<file path="config.mk">
export PLATFORM = sky130hd
export DESIGN_NAME = alu_operand_fetch
export DESIGN_NICKNAME = d
export VERILOG_FILES = /design/src/rtl/alu_operand_fetch.sv
export SDC_FILE = /design/constraint.sdc
export NUM_CORES = 1
export LEC_CHECK = 0
export CORE_MARGIN = 10
export CORE_UTILIZATION = 30
export CTS_BUF_LIST = sky130_fd_sc_hd__clkbuf_16
export DETAILED_ROUTE_END_ITERATION = 8
export SLEW_MARGIN = 20
export SYNTH_ARGS = -nofsm -noshare
export SYNTH_HDL_FRONTEND = slang
export SYNTH_SLANG_ARGS = --single-unit
</file>
<file path="constraint.sdc">
create_clock -name clk -period 2.7 [get_ports clk]
set_input_delay 0.27 -clock clk [delete_from_list [all_inputs] [get_ports clk]]
set_output_delay 0.27 -clock clk [all_outputs]
set_load 0.01 [all_outputs]
</file>
<file path="src/rtl/alu_operand_fetch.sv">
// rtl/alu_operand_fetch.sv - issue stage: decode, register file, scoreboard, bypass, registered operand output
module alu_operand_fetch #(
  parameter int WIDTH = 16,
  parameter int NREGS = 8
) (
  input  logic             clk,
  input  logic             rst_n,
  input  logic             in_valid,
  output logic             in_ready,
  input  logic [15:0]      instr,
  output logic             out_valid,
  input  logic             out_ready,
  output logic [2:0]       alu_op,
  output logic [WIDTH-1:0] a,
  output logic [WIDTH-1:0] b,
  output logic [2:0]       rd_tag,
  input  logic             wb_en,
  input  logic [2:0]       wb_rd,
  input  logic [WIDTH-1:0] wb_data,
  output logic             illegal
);

  localparam logic [2:0] OP_ADD  = 3'b010;
  localparam logic [2:0] OP_ADDI = 3'b101;

  // Architectural state
  logic [WIDTH-1:0] rf_q [NREGS];
  logic [NREGS-1:0] pending_q, pending_d;

  // Output register
  logic             out_valid_q, out_valid_d;
  logic [2:0]       alu_op_q, alu_op_d;
  logic [WIDTH-1:0] a_q, a_d;
  logic [WIDTH-1:0] b_q, b_d;
  logic [2:0]       rd_tag_q, rd_tag_d;
  logic             illegal_q, illegal_d;

  // Decoded fields
  logic [2:0]       opcode, rd, rs, rt;
  logic [6:0]       imm7;
  logic [WIDTH-1:0] imm_sext;
  logic             is_addi, is_illegal, is_rtype;

  // Hazard / handshake
  logic             wb_hit_rs, wb_hit_rt, wb_hit_rd;
  logic             haz_rs, haz_rt, haz_rd, hazard;
  logic             out_free, accept, load;
  logic [WIDTH-1:0] rs_val, rt_val;
  logic [NREGS-1:0] wb_mask, set_mask;

  // Split the instruction word into fields and classify the opcode
  always_comb begin
    opcode     = instr[15:13];
    rd         = instr[12:10];
    rs         = instr[9:7];
    rt         = instr[6:4];
    imm7       = instr[6:0];
    imm_sext   = {{(WIDTH-7){imm7[6]}}, imm7};
    is_addi    = (opcode == OP_ADDI);
    is_illegal = opcode[2] & opcode[1];
    is_rtype   = ~is_addi & ~is_illegal;
  end

  // Operand read with same-cycle write-back bypass; R0 is hardwired to zero
  always_comb begin
    wb_hit_rs = wb_en && (wb_rd == rs);
    wb_hit_rt = wb_en && (wb_rd == rt);
    wb_hit_rd = wb_en && (wb_rd == rd);
    if (rs == 3'd0)     rs_val = '0;
    else if (wb_hit_rs) rs_val = wb_data;
    else                rs_val = rf_q[rs];
    if (rt == 3'd0)     rt_val = '0;
    else if (wb_hit_rt) rt_val = wb_data;
    else                rt_val = rf_q[rt];
  end

  // Scoreboard hazards: a pending register is only safe if its write-back lands this cycle
  always_comb begin
    haz_rs   = pending_q[rs] & ~wb_hit_rs;
    haz_rt   = is_rtype & pending_q[rt] & ~wb_hit_rt;
    haz_rd   = (rd != 3'd0) & pending_q[rd] & ~wb_hit_rd;
    hazard   = ~is_illegal & (haz_rs | haz_rt | haz_rd);
    out_free = ~out_valid_q | out_ready;
    in_ready = out_free & ~hazard;
    accept   = in_valid & in_ready;
    load     = accept & ~is_illegal;
  end

  // Next state: scoreboard update (set beats clear) and output register load
  always_comb begin
    wb_mask     = wb_en ? (NREGS'(1) << wb_rd) : '0;
    set_mask    = (load && (rd != 3'd0)) ? (NREGS'(1) << rd) : '0;
    pending_d   = (pending_q & ~wb_mask) | set_mask;
    out_valid_d = load | (out_valid_q & ~out_ready);
    illegal_d   = accept & is_illegal;
    alu_op_d    = alu_op_q;
    a_d         = a_q;
    b_d         = b_q;
    rd_tag_d    = rd_tag_q;
    if (load) begin
      alu_op_d = is_addi ? OP_ADD : opcode;
      a_d      = rs_val;
      b_d      = is_addi ? imm_sext : rt_val;
      rd_tag_d = rd;
    end
  end

  // Output register, illegal pulse and scoreboard state
  always_ff @(posedge clk or negedge rst_n) begin
    if (!rst_n) begin
      out_valid_q <= 1'b0;
      alu_op_q    <= '0;
      a_q         <= '0;
      b_q         <= '0;
      rd_tag_q    <= '0;
      illegal_q   <= 1'b0;
      pending_q   <= '0;
    end else begin
      out_valid_q <= out_valid_d;
      alu_op_q    <= alu_op_d;
      a_q         <= a_d;
      b_q         <= b_d;
      rd_tag_q    <= rd_tag_d;
      illegal_q   <= illegal_d;
      pending_q   <= pending_d;
    end
  end

  // Register file write port; writes to R0 are dropped
  always_ff @(posedge clk or negedge rst_n) begin
    if (!rst_n) begin
      for (int i = 0; i < NREGS; i++) rf_q[i] <= '0;
    end else if (wb_en && (wb_rd != 3'd0)) begin
      rf_q[wb_rd] <= wb_data;
    end
  end

  assign out_valid = out_valid_q;
  assign alu_op    = alu_op_q;
  assign a         = a_q;
  assign b         = b_q;
  assign rd_tag    = rd_tag_q;
  assign illegal   = illegal_q;

endmodule

</file>
==> results of run 1 <==
[worst paths after layout]
kind                              start   endpoint  slack, ns  cells past startpoint
max                        pending_q[7]   in_ready       0.15                      5
min                               rst_n       a[9]       0.40                      2
max reg2reg                pending_q[7]       b[4]       0.40                      7
min reg2reg                   rf_q[122]  rf_q[122]       0.40                      0
max in group asynchronous         rst_n   rf_q[98]       1.52                      3
min in group clk              rf_q[122]  rf_q[122]       0.40                      0
[area by class of cell]
cell class / instances / area (um2) / area share, %
flip-flops and latches: 176 / 4400 / 39.3
well taps: 396 / 495 / 4.42
clock buffers: 17 / 425 / 3.79
repair buffers: 124 / 1200 / 10.7
inverters: 6 / 22.5 / 0.201
multi-input cells: 423 / 4470 / 39.9
clock inverters: 14 / 189 / 1.69
diodes: 1 / 2.50 / 0.0223
[routing by layer]
layer / vias to the layer above / GRT usage [%] / share of wire (%)
met5: - / 0 / 0.028
met4: 2 / 4.89 / 2.2
met3: 35 / 2.93 / 4.7
met2: 160 / 21.4 / 49
met1: 3118 / 16.6 / 44
li1: 2661 / - / -
[worst register-to-register path, delay by kind of cell (launching register included)]
family | cells | cell delay (ns)
multiplexers | 2 | 0.84
buffers and inverters | 2 | 0.39
AO/OA/AOI/OAI | 2 | 0.38
flip-flops | 1 | 0.43
AND/OR/NAND/NOR | 1 | 0.14
[where the power goes]
part | total (uW) | internal [uW] | switching (uW)
Sequential | 3780 | 3320 | 453
Combinational | 2580 | 1570 | 1010
Clock | 2600 | 1540 | 1060
[state kept, by name (all words and copies together), names as in the netlist]
signal / cells
rf_q: 128
a: 16
b: 16
pending_q: 8
alu_op: 3
rd_tag: 3
illegal: 1
out_valid: 1
[stage by stage]
stage                     instances  setup slack [ns]  hold slack, ns  TNS, ns
after floorplan                 670             0.620         -0.0256        0
after global placement         1124           -0.0515           0.323  -0.0515
after detailed placement       1124           -0.0493           0.320  -0.0493
after CTS                      1156             0.147           0.398        0
after global routing           1156            0.0762           0.404        0
final                          1157             0.151           0.397        0
[cells in the final DEF (no fill, tap or decap), drive strengths merged, types with 4 or more instances in the layout]
master | Yosys | layout
nand4 | 4 | 4
bufinv | 0 | 4
buf | 24 | 48
dfrtp | 176 | 176
nor2 | 23 | 23
clkinv | 0 | 7
clkbuf | 41 | 17
mux4 | 67 | 67
nand3 | 6 | 6
inv | 6 | 8
nand2 | 60 | 60
mux2 | 147 | 147
clkdlybuf4s50 | 0 | 74
a32o | 4 | 4
mux2i | 21 | 21
o21ai | 33 | 33
a311oi | 16 | 16
nor2b | 6 | 6
a22o | 4 | 4
xnor2 | 8 | 8
[what timing repair did]
action	4_1_cts	5_1_grt
hold buffers	1	0
endpoints found under the hold margin	62	0
setup buffers	0	0
gates resized for setup	2	0
endpoints found under the setup margin	1	0
[cell families (layout without fill, tap and decap cells)]
kind of cell / Yosys count / in the layout
AOI/OAI and AO/OA: 70 / 70
xor gates and xnor gates: 8 / 8
buffers and inverters: 71 / 161
DFF: 176 / 176
muxes: 235 / 235
other: 0 / 1
and+or+nand+nor: 110 / 110
==> load_flow_metrics.sql, run 1 <==
INSERT INTO impl_metrics (metric_group, metric, value, unit) VALUES
('sta', 'clock-skew-final', '0.00714', 'ns'),
('synthesis', 'async_set_or_reset_register_ratio_after_synthesis', '100', '%'),
('sta', 'timing_worst_slew_pin_value', '0.720', 'ns'),
('final_layout', 'utilization', '36.8', '%'),
('sta', 'slew_violations', '0', ''),
('global_routing', 'largest_net_degree_at_the_start_of_global_routing', '66', ''),
('detailed_routing', 'total_drc_errors_in_the_routed_layout', '0', ''),
('setup_path', 'cpMaxStageDelayCell', 'mux4_2', ''),
('floorplanning', 'fp.dieH', '195', 'um'),
('sta', 'maxClockFrequency', '392', 'MHz'),
('detailed_routing', 'first_iter_violations', '387', ''),
('setup_path', 'cp.required', '2.43', 'ns'),
('synthesis', 'synth_register_bits', '176', ''),
('final_layout', 'final_area', '11200', 'um2'),
('synthesis', 'synth_top_flop_cell', 'dfrtp_1', ''),
('synthesis', 'synth_top_cell_by_area', 'dfrtp_1', ''),
('placement', 'globalplace.congestion', '0.795', ''),
('global_routing', 'grt_first_pass_wirelength', '38.7', 'mm'),
('final_layout', 'nets_finish', '788', ''),
('global_routing', 'grt.total_usage', '13.1', '%'),
('clock_tree', 'htree_num_levels', '4', ''),
('sta', 'finalHoldViolations', '0', ''),
('clock_tree', 'cts.reportedPaths.clkPinSlew', '0.07', 'ns'),
('synthesis', 'post_synth_and_or_nand_nor_area_fraction', '5.43', '%'),
('sta', 'final_setup_vio_count', '0', ''),
('global_routing', 'antenna_found_initial', '2', ''),
('setup_path', 'critPathTopFamily', 'compound AO/OA/AOI/OAI gates', ''),
('global_routing', 'globalRouteOverflowTotal', '0', ''),
('synthesis', 'yosys-mux-area-fraction', '36.6', '%'),
('synthesis', 'post_synth_fa_ha_maj_area_fraction', '0', '%'),
('power_and_ir_drop', 'total_leakage_power', '0.00465', 'uW'),
('sta', 'finalCritPeriodShare', '94.4', '%'),
('synthesis', 'synth_xor_xnor_area_share', '0.760', '%'),
('detailed_routing', 'number_of_nets_with_antenna_violations_after_routing', '0', ''),
('clock_tree', 'number_of_buffers_added_by_the_clock_tree_synthesis_step', '17', ''),
('min_path', 'hold_path_class', 'primary input to async pin', ''),
('sta', 'max_slew_margin', '51.8', '%'),
('detailed_routing', 'drt-pass1-iter-count', '4', ''),
('floorplanning', 'coreArea', '30400', 'um2'),
('synthesis', 'synth_warnings', '0', ''),
('setup_path', 'timing_worst_setup_path_type', 'register to output pin', ''),
('synthesis', 'synth_edf_count', '0', ''),
('setup_path', 'critPathCaptureType', 'output pin', ''),
('detailed_routing', 'dr_total_vias', '5976', ''),
('clock_tree', 'buffer_depth_of_the_longest_clock_path', '2', ''),
('sta', 'rsz_0062_raised_after_global_routing', 'no', ''),
('floorplanning', 'initial_core_util', '30.3', '%'),
('final_layout', 'fillers', '2906', ''),
('synthesis', 'synth_area_per_cell', '13.8', 'um2'),
('final_layout', 'final_layout_size_suffix_gt1_share', '34.9', '%'),
('synthesis', 'most_frequent_cells_after_synthesis', '176 x dfrtp_1, 112 x mux2_2, 67 x mux4_2', ''),
('power_and_ir_drop', 'p_per_area', '799', 'nW/um2'),
('synthesis', 'synth-compound-area-share', '5.62', '%'),
('placement', 'sum_of_net_half_perimeters_after_detailed_placement', '15.8', 'mm'),
('floorplanning', 'die_width', '195', 'um'),
('setup_path', 'crit_chain', 'mux4_2 > o2111ai_2 > o221ai_4 > a21boi_0 > dlygate4sd2_1', ''),
('power_and_ir_drop', 'ir_worst_vdd', '0.000333', 'V'),
('global_routing', 'via_count_of_the_first_global_routing_pass', '6277', ''),
('clock_tree', 'cts_tree', 'yes', ''),
('status', 'outcome', 'finished clean', ''),
('synthesis', 'synth_area', '9220', 'um2'),
('detailed_routing', 'drt-wirelength-per-cell', '21.5', 'um'),
('synthesis', 'largest_family_of_logic_cells_by_synthesized_area', 'multiplexers', ''),
('sta', 'clock_period_minus_final_worst_setup_slack', '2.55', 'ns'),
('power_and_ir_drop', 'total_power', '8960', 'uW'),
('synthesis', 'yosys.cell_types.count', '42', ''),
('setup_path', 'worst_ep_arrival_time', '2.28', 'ns'),
('clock_tree', 'worstSkewPairLatency', '0.44', 'ns'),
('setup_path', 'worstPathBufferInverterCount', '1', ''),
('setup_path', 'crit_path_max_incr_delay', '0.49', 'ns'),
('floorplanning', 'placementRows', '64', '');
Note: power is estimated with default switching activity, not from simulation.
==> run 2: changes to the inputs <==
--- a/config.mk
+++ b/config.mk
@@ -6,9 +6,10 @@
 export NUM_CORES = 1
 export LEC_CHECK = 0
 export CORE_MARGIN = 10
-export CORE_UTILIZATION = 30
+export CORE_UTILIZATION = 50
 export CTS_BUF_LIST = sky130_fd_sc_hd__clkbuf_16
 export DETAILED_ROUTE_END_ITERATION = 8
+export PLACE_DENSITY = 0.71
 export SLEW_MARGIN = 20
 export SYNTH_ARGS = -nofsm -noshare
 export SYNTH_HDL_FRONTEND = slang
==> run 2 against run 1 <==
  * Critical path depth is the same
  * Routed wire length shrank 5.0%
  * Sequential share of layout area increased by 0.80 points
  * Global-route usage rose by 6.8 points
  * Utilization is 24 points higher
  * Final cell count shrank 14%
  * Sequential power about the same
  * Worst hold slack worse by 0.0021 ns
==> load_flow_metrics.sql, run 2 (synthesized netlist as in run 1, its figures left out) <==
INSERT INTO impl_metrics (metric_group, metric, value, unit) VALUES
('sta', 'rsz_0062_raised_after_global_routing', 'no', ''),
('sta', 'finalHoldViolations', '0', ''),
('final_layout', 'fillers', '1374', ''),
('detailed_routing', 'first_iter_violations', '509', ''),
('global_routing', 'via_count_of_the_first_global_routing_pass', '6602', ''),
('floorplanning', 'coreArea', '18000', 'um2'),
('final_layout', 'highest_count_cells_in_the_layout_ignoring_fill_and_taps', '176 x dfrtp_1, 112 x mux2_2, 75 x clkdlybuf4s50_1', ''),
('setup_path', 'cp.required', '2.43', 'ns'),
('global_routing', 'antenna_found_initial', '0', ''),
('power_and_ir_drop', 'ir_worst_vdd', '0.000607', 'V'),
('setup_path', 'regToRegSetupSlack', '0.40', 'ns'),
('sta', 'final_setup_vio_count', '0', ''),
('placement', 'placement.io_buffers', '80', ''),
('global_routing', 'globalRouteOverflowTotal', '0', ''),
('detailed_routing', 'via_per_inst', '6.22', ''),
('final_layout', 'largest_register_ff_count', '128', ''),
('clock_tree', 'cts_root_buffer', 'clkbuf_16', ''),
('run', 'maxCapViolations', '0', ''),
('sta', 'timing_worst_slew_pin_value', '0.725', 'ns'),
('sta', 'slew_violations', '0', ''),
('setup_path', 'critical_path.endpoint', 'in_ready', ''),
('setup_path', 'end_of_the_worst_register_to_register_path', 'a[8]', ''),
('clock_tree', 'worstSkewPairLatency', '0.44', 'ns'),
('global_routing', 'largest_net_degree_at_the_start_of_global_routing', '80', ''),
('placement', 'globalplace.congestion', '0.915', ''),
('floorplanning', 'die_width', '156', 'um'),
('floorplanning', 'placementRows', '49', ''),
('floorplanning', 'fp.dieH', '156', 'um'),
('final_layout', 'flow.area_growth_from_synthesis', '19.3', '%'),
('global_routing', 'grt_first_pass_wirelength', '37.7', 'mm'),
('clock_tree', 'cts_sinks', '176', ''),
('setup_path', 'reg2reg_depth', '7', ''),
('clock_tree', 'number_of_buffers_added_by_the_clock_tree_synthesis_step', '17', ''),
('final_layout', 'largest_reg_by_ff_count', 'rf_q', ''),
('detailed_routing', 'total_drc_errors_in_the_routed_layout', '0', ''),
('clock_tree', 'cts.reportedPaths.clkPinSlew', '0.07', 'ns'),
('placement', 'sum_of_net_half_perimeters_after_detailed_placement', '15.8', 'mm'),
('sta', 'clock-skew-final', '0.00913', 'ns'),
('sta', 'maxClockFrequency', '403', 'MHz'),
('clock_tree', 'buffer_depth_of_the_longest_clock_path', '2', ''),
('setup_path', 'critPathCaptureType', 'output pin', ''),
('power_and_ir_drop', 'total_leakage_power', '0.00465', 'uW'),
('detailed_routing', 'finalWirelength', '23.6', 'mm'),
('setup_path', 'worst_reg2reg_startpoint', 'pending_q[4]', ''),
('final_layout', 'nets_finish', '793', ''),
('final_layout', 'final_layout_size_suffix_gt1_share', '34.9', '%'),
('global_routing', 'grt.total_usage', '20.0', '%'),
('clock_tree', 'cts_tree', 'yes', ''),
('detailed_routing', 'drt-wirelength-per-cell', '23.7', 'um'),
('setup_path', 'timing_worst_setup_path_type', 'register to output pin', ''),
('setup_path', 'worst_ep_arrival_time', '2.21', 'ns'),
('sta', 'max_slew_margin', '51.7', '%'),
('floorplanning', 'ios', '81', ''),
('setup_path', 'crit_path_start_kind', 'register', ''),
('min_path', 'hold_path_class', 'register to register', ''),
('setup_path', 'cp-startpoint', 'pending_q[4]', ''),
('final_layout', 'antenna-diode-count', '0', ''),
('sta', 'clock_period_minus_final_worst_setup_slack', '2.48', 'ns'),
('detailed_routing', 'number_of_nets_with_antenna_violations_after_routing', '0', ''),
('floorplanning', 'die_area', '24300', 'um2'),
('detailed_routing', 'dr_total_vias', '6185', ''),
('final_layout', 'mostFrequentLayoutCell', 'dfrtp_1', ''),
('clock_tree', 'htree_num_levels', '4', ''),
('detailed_routing', 'drt-pass1-iter-count', '7', ''),
('status', 'outcome', 'finished clean', ''),
('placement', 'numPlacedInstances', '962', ''),
('sta', 'hold_slack', '0.395', 'ns'),
('sta', 'finalCritPeriodShare', '91.8', '%'),
('floorplanning', 'initial_core_util', '51.1', '%'),
('setup_path', 'worst-path-max-fanout', '4', ''),
('final_layout', 'post_layout_nonfiller_instances', '995', ''),
('power_and_ir_drop', 'p_per_area', '798', 'nW/um2');
==> run 2: through the flow <==
| stage | instance area, um2 | setup TNS [ns] | worst slack [ns] | power (uW) | util (%) |
|---|---|---|---|---|---|
| 3_3_place_gp | 10400 | -0.0506 | -0.0506 | 6260 | 57.8 |
| 5_1_grt | 11000 | 0 | 0.0915 | 9220 | 61.0 |
| 6_report | 11000 | 0 | 0.222 | 8770 | 61.0 |
| 3_5_place_dp | 10400 | -0.0627 | -0.0353 | 6420 | 57.8 |
| 2_1_floorplan | 9220 | 0 | 0.620 | 5200 | - |
| 4_1_cts | 11000 | 0 | 0.208 | 8840 | 61.0 |
==> run 2: repair_timing <==
item	in CTS	in global routing
endpoints found under the setup margin	1	0
hold buffers	1	0
buffers inserted	0	0
endpoints found under the hold margin	75	0
gates resized for setup	1	0
==> run 2: layout make-up <==
| type | count | area [um2] | area share, % |
|---|---|---|---|
| well taps | 229 | 287 | 2.61 |
| multi-input cells | 423 | 4460 | 40.6 |
| inverters | 6 | 22.5 | 0.205 |
| clock buffers | 17 | 425 | 3.87 |
| repair buffers | 129 | 1240 | 11.3 |
| clock inverters | 15 | 144 | 1.31 |
| flip-flops and latches | 176 | 4400 | 40.1 |
==> run 2: critical path, cell delays in order (launching register included) <==
cell and delay (ns):
dfrtp_1 0.43, mux4_2 0.48, a22oi_2 0.25, o221ai_4 0.13, a21boi_0 0.19, dlygate4sd2_1 0.29
==> run 2: worst min-delay path by stage <==
stage / from / endpoint / slack, ns / cells past startpoint
after floorplan: rst_n / a[0] / -0.03 / 0
after global placement: rst_n / b[10] / 0.34 / 1
after detailed placement: rst_n / b[10] / 0.37 / 1
after CTS: rf_q[119] / rf_q[119] / 0.40 / 0
after global routing: rf_q[115] / rf_q[115] / 0.41 / 0
final: rf_q[119] / rf_q[119] / 0.39 / 0
==> run 2: layer usage <==
layer	up-vias	GRT usage (%)	share of wire, %
li1	2679	-	-
met1	3248	26.7	43
met2	220	31.5	48
met3	38	4.44	6.3
met4	0	6.91	2.2
met5	-	0	0
==> run 2: where the power goes <==
group	switching [uW]	internal (uW)
registers	458	3320
clock network	1050	1360
logic	1020	1560
total	2530	6240
==> run 3: changes to the inputs <==
--- a/config.mk
+++ b/config.mk
@@ -5,11 +5,11 @@
 export SDC_FILE = /design/constraint.sdc
 export NUM_CORES = 1
 export LEC_CHECK = 0
-export CORE_MARGIN = 10
 export CORE_UTILIZATION = 50
 export CTS_BUF_LIST = sky130_fd_sc_hd__clkbuf_16
 export DETAILED_ROUTE_END_ITERATION = 8
 export PLACE_DENSITY = 0.71
+export SKIP_CTS_REPAIR_TIMING = 1
 export SLEW_MARGIN = 20
 export SYNTH_ARGS = -nofsm -noshare
 export SYNTH_HDL_FRONTEND = slang
==> run 3 against run 2 <==
  * Final cell count down 0.30%
  * Register-to-register slack worse by 0.03 ns
  * Routed wire length down 2.0%
  * Non-clock buffer count down 2
  * Die area down 22%
  * Utilization down 0.42 points
  * First-iteration DRC count down 7.3%
  * Sequential share of layout area up 0.28 points
  * Clock skew up 0.00074 ns
  * Setup slack better by 0.094 ns
  * Final area down 0.68%
  * Largest cell class unchanged
  * Highest routed layer unchanged
==> load_flow_metrics.sql, run 3 (synthesized netlist as in run 1, its figures left out) <==
INSERT INTO impl_metrics (metric_group, metric, value, unit) VALUES
('placement', 'placement.io_buffers', '80', ''),
('run', 'maxCapViolations', '0', ''),
('setup_path', 'timing_worst_setup_path_type', 'register to output pin', ''),
('floorplanning', 'die_area', '19000', 'um2'),
('final_layout', 'highest_count_cells_in_the_layout_ignoring_fill_and_taps', '176 x dfrtp_1, 112 x mux2_2, 75 x clkdlybuf4s50_1', ''),
('global_routing', 'grt_first_pass_wirelength', '36.1', 'mm'),
('setup_path', 'worstPathBufferInverterCount', '1', ''),
('final_layout', 'post_layout_nonfiller_instances', '992', ''),
('power_and_ir_drop', 'ir_worst_vdd', '0.000474', 'V'),
('global_routing', 'via_count_of_the_first_global_routing_pass', '6373', ''),
('placement', 'placement.setup.worst_slack', '-0.0873', 'ns'),
('detailed_routing', 'drt-wirelength-per-cell', '23.3', 'um'),
('final_layout', 'final-seq-area', '4400', 'um2'),
('global_routing', 'grt.total_usage', '26.2', '%'),
('power_and_ir_drop', 'clock_power_share', '26.2', '%'),
('sta', 'finalHoldViolations', '0', ''),
('global_routing', 'antenna_found_initial', '0', ''),
('setup_path', 'worst_ep_arrival_time', '2.11', 'ns'),
('sta', 'maxClockFrequency', '419', 'MHz'),
('floorplanning', 'ios', '81', ''),
('final_layout', 'antenna-diode-count', '0', ''),
('setup_path', 'worst_reg2reg_startpoint', 'pending_q[7]', ''),
('power_and_ir_drop', 'total_leakage_power', '0.00462', 'uW'),
('clock_tree', 'cts_sinks', '176', ''),
('setup_path', 'cpMaxStageDelayCell', 'mux4_2', ''),
('setup_path', 'end_of_the_worst_register_to_register_path', 'b[15]', ''),
('sta', 'rsz_0062_raised_after_global_routing', 'no', ''),
('power_and_ir_drop', 'total_switching_power', '2470', 'uW'),
('detailed_routing', 'first_iter_violations', '472', ''),
('detailed_routing', 'total_drc_errors_in_the_routed_layout', '0', ''),
('final_layout', 'utilization', '60.6', '%'),
('setup_path', 'reg2reg_depth', '7', ''),
('detailed_routing', 'via_per_inst', '6.23', ''),
('setup_path', 'crit_path_max_incr_delay', '0.50', 'ns'),
('setup_path', 'crit_path_start_kind', 'register', ''),
('sta', 'final_setup_vio_count', '0', ''),
('clock_tree', 'worstSkewPairLatency', '0.43', 'ns'),
('status', 'outcome', 'finished clean', ''),
('clock_tree', 'cts_tree', 'yes', ''),
('power_and_ir_drop', 'sw_frac_of_total', '28.8', '%'),
('power_and_ir_drop', 'p_per_area', '788', 'nW/um2'),
('power_and_ir_drop', 'portion_of_total_power_attributed_to_sequential_cells', '44.0', '%'),
('floorplanning', 'placementRows', '49', ''),
('sta', 'slew_violations', '0', ''),
('setup_path', 'cp.required', '2.43', 'ns'),
('placement', 'sum_of_net_half_perimeters_after_detailed_placement', '15.3', 'mm'),
('sta', 'clock-skew-final', '0.00987', 'ns'),
('detailed_routing', 'drt-pass1-iter-count', '5', ''),
('setup_path', 'regToRegSetupSlack', '0.37', 'ns'),
('sta', 'timing_worst_slew_pin_value', '0.592', 'ns'),
('floorplanning', 'initial_core_util', '51.1', '%'),
('setup_path', 'critPathCaptureType', 'output pin', ''),
('global_routing', 'largest_net_degree_at_the_start_of_global_routing', '63', ''),
('placement', 'numPlacedInstances', '960', ''),
('setup_path', 'worst-path-max-fanout', '4', ''),
('clock_tree', 'htree_num_levels', '4', ''),
('clock_tree', 'cts.reportedPaths.clkPinSlew', '0.07', 'ns'),
('final_layout', 'nets_finish', '791', ''),
('detailed_routing', 'finalWirelength', '23.1', 'mm'),
('clock_tree', 'number_of_buffers_added_by_the_clock_tree_synthesis_step', '17', ''),
('sta', 'clock_period_minus_final_worst_setup_slack', '2.38', 'ns'),
('min_path', 'hold_path_class', 'primary input to async pin', ''),
('final_layout', 'largest_register_ff_count', '128', ''),
('power_and_ir_drop', 'combPwrFrac', '29.8', '%'),
('final_layout', 'multi_input_comb_area', '4470', 'um2'),
('sta', 'final_critical_path_setup_slack', '0.315', 'ns'),
('detailed_routing', 'number_of_nets_with_antenna_violations_after_routing', '0', ''),
('sta', 'hold_slack', '0.346', 'ns'),
('sta', 'max_slew_margin', '60.4', '%'),
('sta', 'finalCritPeriodShare', '88.3', '%'),
('final_layout', 'final_layout_size_suffix_gt1_share', '34.5', '%'),
('detailed_routing', 'dr_total_vias', '6182', ''),
('floorplanning', 'fp.dieH', '138', 'um'),
('final_layout', 'fillers', '1375', ''),
('clock_tree', 'cts_root_buffer', 'clkbuf_16', ''),
('final_layout', 'mostFrequentLayoutCell', 'dfrtp_1', ''),
('floorplanning', 'die_width', '138', 'um'),
('final_layout', 'largest_reg_by_ff_count', 'rf_q', ''),
('final_layout', 'flow.area_growth_from_synthesis', '18.4', '%'),
('sta', 'tns', '0', 'ns'),
('setup_path', 'critPathTopFamily', 'compound AO/OA/AOI/OAI gates', ''),
('setup_path', 'crit_chain', 'mux4_2 > o2111ai_2 > o221ai_4 > a21boi_1 > dlymetal6s2s_1', ''),
('floorplanning', 'coreArea', '18000', 'um2'),
('placement', 'globalplace.congestion', '0.859', ''),
('clock_tree', 'buffer_depth_of_the_longest_clock_path', '2', ''),
('global_routing', 'globalRouteOverflowTotal', '0', ''),
('power_and_ir_drop', 'internal-power', '6130', 'uW');
-- run 3: worst register-to-register path, stage by stage, from the launching register on --
cell       delay, ns
dfrtp_1         0.42
mux4_2          0.50
o2111ai_2       0.25
o221ai_4        0.16
buf_4           0.20
nor2_8          0.14
buf_12          0.19
mux2_1          0.35
-- run 3: power groups by stage --
stage	clock [uW]	sequential, uW	combinational [uW]
after floorplan	0	3820	1380
after global placement	0	3740	2490
after detailed placement	0	3830	2570
after CTS	2290	3780	2590
after global routing	2400	3870	2780
final	2250	3790	2570
-- run 3: worst max-delay path by stage --
stage / startpoint / endpoint / slack [ns] / cells after the start
floorplan: instr[7] / a[10] / 0.62 / 7
detailed placement: instr[10] / in_ready / -0.09 / 6
global route: pending_q[4] / in_ready / 0.22 / 5
global placement: instr[10] / in_ready / -0.007 / 6
finish: pending_q[7] / in_ready / 0.32 / 5
CTS: pending_q[7] / in_ready / -0.19 / 5
-- run 3: area by class of cell --
class                           instances  share of cell area, %
Sequential cell                       176                   40.4
Timing Repair Buffer                  127                   11.1
Clock buffer                           17                   3.90
Clock inverter                         14                  0.929
Tap cell                              229                   2.63
Multi-Input combinational cell        423                   40.9
Inverter                                6                  0.206
-- run 3: routing by layer --
| metal | up-vias | share of wire [%] | GRT usage [%] | routed length, um |
|---|---|---|---|---|
| li1 | 2679 | - | - | - |
| met1 | 3220 | 42 | 34.1 | 9650 |
| met2 | 229 | 50 | 43.0 | 11600 |
| met3 | 54 | 5.7 | 5.63 | 1320 |
| met4 | 0 | 2.5 | 10.3 | 582 |
| met5 | - | 0 | 0 | 0 |
-- run 3: metrics by stage --
stage / total power, uW / cell area, um2
6_report: 8600 / 10900
4_1_cts: 8650 / 10900
3_3_place_gp: 6230 / 10400
3_5_place_dp: 6400 / 10400
2_1_floorplan: 5200 / 9220
5_1_grt: 9060 / 10900
